File: src/rtl/chunked_serial_adder_pkg.sv
// ============================================================================
// chunked_serial_adder_pkg : FSM state encoding shared by the chunked adder
// Revision: 1.0
// ============================================================================
`default_nettype none

package chunked_serial_adder_pkg;

  typedef enum logic [1:0] {
    IDLE = 2'd0,
    RUN  = 2'd1,
    DONE = 2'd2
  } state_e;

endpackage

`default_nettype wire

File: src/rtl/chunked_serial_adder_rca.sv
// ============================================================================
// ripple_carry_adder : SIZE-bit ripple-carry adder exposing every bit carry
// Revision: 1.0
// ============================================================================
`default_nettype none

module ripple_carry_adder #(
  parameter int SIZE = 8
) (
  input  logic [SIZE-1:0] a_i,
  input  logic [SIZE-1:0] b_i,
  input  logic            cin_i,
  output logic [SIZE-1:0] sum_o,
  output logic [SIZE-1:0] cout_o
);

  for (genvar i = 0; i < SIZE; i++) begin : g_bit
    logic carry_in;
    if (i == 0) begin : g_first
      assign carry_in = cin_i;
    end else begin : g_rest
      assign carry_in = cout_o[i-1];
    end
    assign sum_o[i]  = a_i[i] ^ b_i[i] ^ carry_in;
    assign cout_o[i] = (a_i[i] & b_i[i]) | (carry_in & (a_i[i] ^ b_i[i]));
  end

endmodule

`default_nettype wire

File: src/rtl/chunked_serial_adder.sv
// ============================================================================
// chunked_serial_adder : WIDTH-bit add, CHUNK bits per clock, valid/ready I/O
// Revision: 1.0
// ============================================================================
`default_nettype none

module chunked_serial_adder
  import chunked_serial_adder_pkg::*;
#(
  parameter int WIDTH = 32,
  parameter int CHUNK = 8
) (
  input  logic             clk,
  input  logic             rst,
  input  logic             in_valid,
  output logic             in_ready,
  input  logic [WIDTH-1:0] a,
  input  logic [WIDTH-1:0] b,
  input  logic             cin,
  output logic             out_valid,
  input  logic             out_ready,
  output logic [WIDTH-1:0] sum,
  output logic             cout,
  output logic             overflow
);

  localparam int NCH   = WIDTH / CHUNK;
  localparam int IDX_W = (NCH > 1) ? $clog2(NCH) : 1;

  if ((CHUNK < 1) || ((WIDTH % CHUNK) != 0)) begin : g_param_check
    $error("chunked_serial_adder: WIDTH must be a positive multiple of CHUNK");
  end

  state_e             state_q, state_d;
  logic [IDX_W-1:0]   idx_q, idx_d;
  logic [WIDTH-1:0]   a_q, a_d, b_q, b_d, sum_q, sum_d;
  logic               carry_q, carry_d, cout_q, cout_d, ovf_q, ovf_d;

  logic [CHUNK-1:0]   a_chunk, b_chunk, chunk_sum, chunk_cout;
  logic               last_chunk;

  assign a_chunk    = a_q[idx_q*CHUNK +: CHUNK];
  assign b_chunk    = b_q[idx_q*CHUNK +: CHUNK];
  assign last_chunk = (idx_q == IDX_W'(NCH - 1));

  ripple_carry_adder #(.SIZE(CHUNK)) u_rca (
    .a_i    (a_chunk),
    .b_i    (b_chunk),
    .cin_i  (carry_q),
    .sum_o  (chunk_sum),
    .cout_o (chunk_cout)
  );

  assign in_ready  = (state_q == IDLE) && !rst;
  assign out_valid = (state_q == DONE);
  assign sum       = sum_q;
  assign cout      = cout_q;
  assign overflow  = ovf_q;

  always_comb begin
    state_d = state_q;
    idx_d   = idx_q;
    a_d     = a_q;
    b_d     = b_q;
    sum_d   = sum_q;
    carry_d = carry_q;
    cout_d  = cout_q;
    ovf_d   = ovf_q;
    case (state_q)
      IDLE: begin
        if (in_valid && in_ready) begin
          a_d     = a;
          b_d     = b;
          carry_d = cin;
          idx_d   = '0;
          sum_d   = '0;
          cout_d  = 1'b0;
          ovf_d   = 1'b0;
          state_d = RUN;
        end
      end
      RUN: begin
        sum_d[idx_q*CHUNK +: CHUNK] = chunk_sum;
        carry_d = chunk_cout[CHUNK-1];
        idx_d   = idx_q + 1'b1;
        if (last_chunk) begin
          // The final chunk's MSB is the sum sign bit, so overflow is decided here.
          cout_d  = chunk_cout[CHUNK-1];
          ovf_d   = (a_q[WIDTH-1] == b_q[WIDTH-1]) &&
                    (chunk_sum[CHUNK-1] != a_q[WIDTH-1]);
          idx_d   = '0;
          state_d = DONE;
        end
      end
      DONE: begin
        if (out_ready) begin
          state_d = IDLE;
        end
      end
      default: state_d = IDLE;
    endcase
  end

  always_ff @(posedge clk) begin
    if (rst) begin
      state_q <= IDLE;
      idx_q   <= '0;
      a_q     <= '0;
      b_q     <= '0;
      sum_q   <= '0;
      carry_q <= 1'b0;
      cout_q  <= 1'b0;
      ovf_q   <= 1'b0;
    end else begin
      state_q <= state_d;
      idx_q   <= idx_d;
      a_q     <= a_d;
      b_q     <= b_d;
      sum_q   <= sum_d;
      carry_q <= carry_d;
      cout_q  <= cout_d;
      ovf_q   <= ovf_d;
    end
  end

endmodule

`default_nettype wire

File: config.mk
export PLATFORM = sky130hd
export DESIGN_NAME = chunked_serial_adder
export DESIGN_NICKNAME = d
export VERILOG_FILES = /design/src/rtl/chunked_serial_adder_pkg.sv /design/src/rtl/chunked_serial_adder_rca.sv /design/src/rtl/chunked_serial_adder.sv
export SDC_FILE = /design/constraint.sdc
export NUM_CORES = 1
export LEC_CHECK = 0
export ABC_CLOCK_PERIOD_IN_PS = 6800
export BUFFER_PORTS_ARGS = -buffer_cell sky130_fd_sc_hd__buf_2
export CELL_PAD_IN_SITES_DETAIL_PLACEMENT = 0
export CELL_PAD_IN_SITES_GLOBAL_PLACEMENT = 1
export CORE_MARGIN = 2
export CORE_UTILIZATION = 38
export CTS_BUF_LIST = sky130_fd_sc_hd__clkbuf_16
export DETAILED_ROUTE_END_ITERATION = 6
export PLACE_DENSITY = 0.75
export SETUP_SLACK_MARGIN = 0.05
export SLEW_MARGIN = 15
export SYNTH_ARGS = -nofsm -noshare
export SYNTH_HDL_FRONTEND = slang
export SYNTH_SLANG_ARGS = --single-unit
File: constraint.sdc
create_clock -name clk -period 6.8 [get_ports clk]
set_input_delay 1.7 -clock clk [delete_from_list [all_inputs] [get_ports clk]]
set_output_delay 1.7 -clock clk [all_outputs]
set_load 0.01 [all_outputs]
==> flow_summary.yaml <==
status:
  status: "finished clean"
timing:
  hold_viol: 0
  slew_violations: 0
  worst-slew-pin-transition_ns: 1.11
  fin_crit_sh: 0.708
  maxSlewHeadroom: 0.255
  max_freq_ghz: 0.208
  skew_ns: 0.00678
  layout_min_cycle_time_ns: 4.82
  rsz0062_at_grt: "no"
  setup_viol: 0
  tns_ns: 0
grt:
  track_usage: 0.169
  met2_usage: 0.262
  grt_pass1_vias: 3350
  busiest_layer: "met2"
  grt_use_met1: 0.233
  grt_pass1_wl_um: 16700
  grt_overflow: 0
  use_met3: 0.0401
  antenna_found_initial: 0
  grt_start_max_net_pins: 88
critical_path:
  critPathRequiredTime_ns: 7.04
  r2r_setup_slack_ns: 1.98
  path_class: "reg2reg"
  cpPeakStageDelay_ns: 0.75
  worst-path-max-fanout: 11
  critPathSlowestCell: "dfxtp_1"
  path_delay_family: "adder cells"
  crit_chain: "mux4_2 > inv_1 > fa_1 > fa_1 > fa_1 > fa_1 > fa_1 > inv_1 > fa_1 > inv_1 > fa_1 > inv_1 > fa_1 > nor2b_1 > a22o_1"
  crit_arrival_ns: 5.06
  worstSetupEndpointType: "register"
  critPathLaunchType: "register"
  worst-path-buf-inv: 4
  cp_common_cell: "fa_1"
synthesis:
  synthTopCellsByArea: "dfxtp_1 (48%), nand2_1 (11%), mux4_2 (8.4%), a21oi_1 (8.2%), a22o_1 (6.3%)"
  ys_seq_area_frac: 0.478
  syn_nets: 538
  postSynthCellCount: 457
  synth_edf_count: 0
  yosys-top-cells-count: "nand2_1 (131), dfxtp_1 (103), a21oi_1 (71), a22o_1 (31), inv_1 (21)"
  avgSynthCellArea_um2: 9.44
  ys_async_sr_fraction: 0
  synth_ff_type: "dfxtp_1"
  synth.most_common_cell: "nand2_1"
  synth.cell_area_mm2: 0.00431
  synth_top_area_frac: 0.478
  synth_cell_types: 32
  yosysTopAreaCell: "dfxtp_1"
  ys_ff_latch: 103
  ys_warn_count: 0
power:
  p_sw_uw: 324
  p_per_area_mw_per_mm2: 243
  ir_drop_uv: 110
  p_int_uw: 930
  p_comb_frac: 0.099
  clockPowerShare: 0.392
  seqPwrFrac: 0.508
  sw_frac_of_total: 0.258
  power_leakage_uw: 0.00204
drt:
  vias: 3447
  first_iter_violations: 169
  viasPerCell: 4.99
  drc_errors: 0
  avgRoutedWirePerCell_um: 14.9
  wirelength_um: 10300
  dr.pass1.iters: 4
  ant_nets: 0
cells_and_area:
  final_net_count: 628
  filler_cell_count: 1078
  antennaDiodeCount: 0
  drive_above_1_share: 0.276
  area_growth_pct: 19.8
  fin_area_mm2: 0.00517
floorplanning:
  ios: 105
  rows: 38
  die_x_um: 111
  core_area_mm2: 0.0109
  initial_core_util: 0.394
  die_h_um: 111
  die_area_mm2: 0.0122
placement:
  dpl_cell_area_mm2: 0.00488
  place.gp.congestion: 0.768
  dpl.hpwl_um: 7460
  port_buffers: 104
cts:
  htreeDepth: 3
  post-cts-setup-buffers: 0
  hold_buffers: 0
  cts_sinks: 103
  insertion_delay_ns: 0.35
  cts_max_path_buffers: 2
  numCtsBuffers: 9
  cts_resized: 0
  cts_tree: "yes"
  root_buffer: "clkbuf_16"
  clkSlewWorstSetupHoldPaths_ns: 0.07
min_path:
  hold_class: "reg2reg"
flow_run:
  cap_violations: 0
[logic make-up (layout without fill, tap and decap cells)]
logic type,after synthesis,count (layout),share of synthesized area
and+or+nand+nor,161,161,0.162
AOI/OAI and AO/OA,109,109,0.159
buffers and inverters,51,145,0.0557
DFF,103,103,0.478
adders and majority gates,12,12,0.0487
muxes,21,21,0.0963
[metal layers]
metal	vias up	part of all wire
met5	-	0
met4	0	0.011
met3	7	0.060
met2	96	0.45
met1	1605	0.48
li1	1739	-
[worst register-to-register path: stages, from the launching register on]
cell and delay (ns):
dfxtp_1 0.75, mux4_2 0.35, inv_1 0.05, fa_1 0.40
fa_1 0.39, fa_1 0.38, fa_1 0.39, fa_1 0.36
inv_1 0.08, fa_1 0.16, inv_1 0.05, fa_1 0.35
inv_1 0.08, fa_1 0.45, nor2b_1 0.19, a22o_1 0.27
[flip-flops by register name, indices dropped and copies added, names as in the netlist]
name / flops
idx_q: 2
overflow: 1
cout: 1
b_q: 32
state_q: 2
sum: 32
a_q: 32
carry_q: 1
[stage by stage]
step / hold slack, ns / util / std cells / setup WS [ns] / power [uW]
2_1_floorplan: 0.433 / - / 457 / 2.07 / 733
3_3_place_gp: 0.440 / 0.447 / 676 / 2.01 / 776
3_5_place_dp: 0.447 / 0.447 / 676 / 1.95 / 778
4_1_cts: 0.456 / 0.472 / 691 / 1.93 / 1270
5_1_grt: 0.467 / 0.472 / 691 / 1.67 / 1300
6_report: 0.454 / 0.472 / 691 / 1.98 / 1250
[layout by cell type (no fill, tap or decap), types with 3 or more instances in the layout]
cell	Yosys	final
dfxtp_1	103	103
nand3_1	5	5
nor3_1	3	3
ha_1	4	4
nand2_1	131	131
nor2b_1	4	4
nor2_1	7	7
a22o_1	31	31
fa_1	8	8
a21oi_2	3	3
a21oi_1	71	71
clkinv_4	0	3
buf_4	2	5
clkbuf_16	0	9
mux4_2	16	16
inv_1	21	21
mux2_2	4	4
buf_2	9	104
[power by group through the flow]
stage               clock network, uW  registers, uW  logic, uW
floorplan                           0            644       89.4
global route                      524            641        140
finish                            492            638        125
CTS                               503            638        126
global placement                    0            652        124
detailed placement                  0            652        126
[worst paths after layout]
check	start	to	cells past startpoint
min	b_q[4]	b_q[4]	2
max reg2reg	idx_q[0]	sum[7]	15
max	idx_q[0]	sum[7]	15
min reg2reg	b_q[4]	b_q[4]	2
[layout make-up]
type,instances,area (um^2),area share
multi-input combinational,303,2010,0.389
clock buffer,9,225,0.0436
inverter,21,78.8,0.0153
tap,140,175,0.0339
sequential,103,2060,0.399
clock inverter,6,56.3,0.0109
timing repair buffer,109,558,0.108
(Power assumes the default switching activity.)
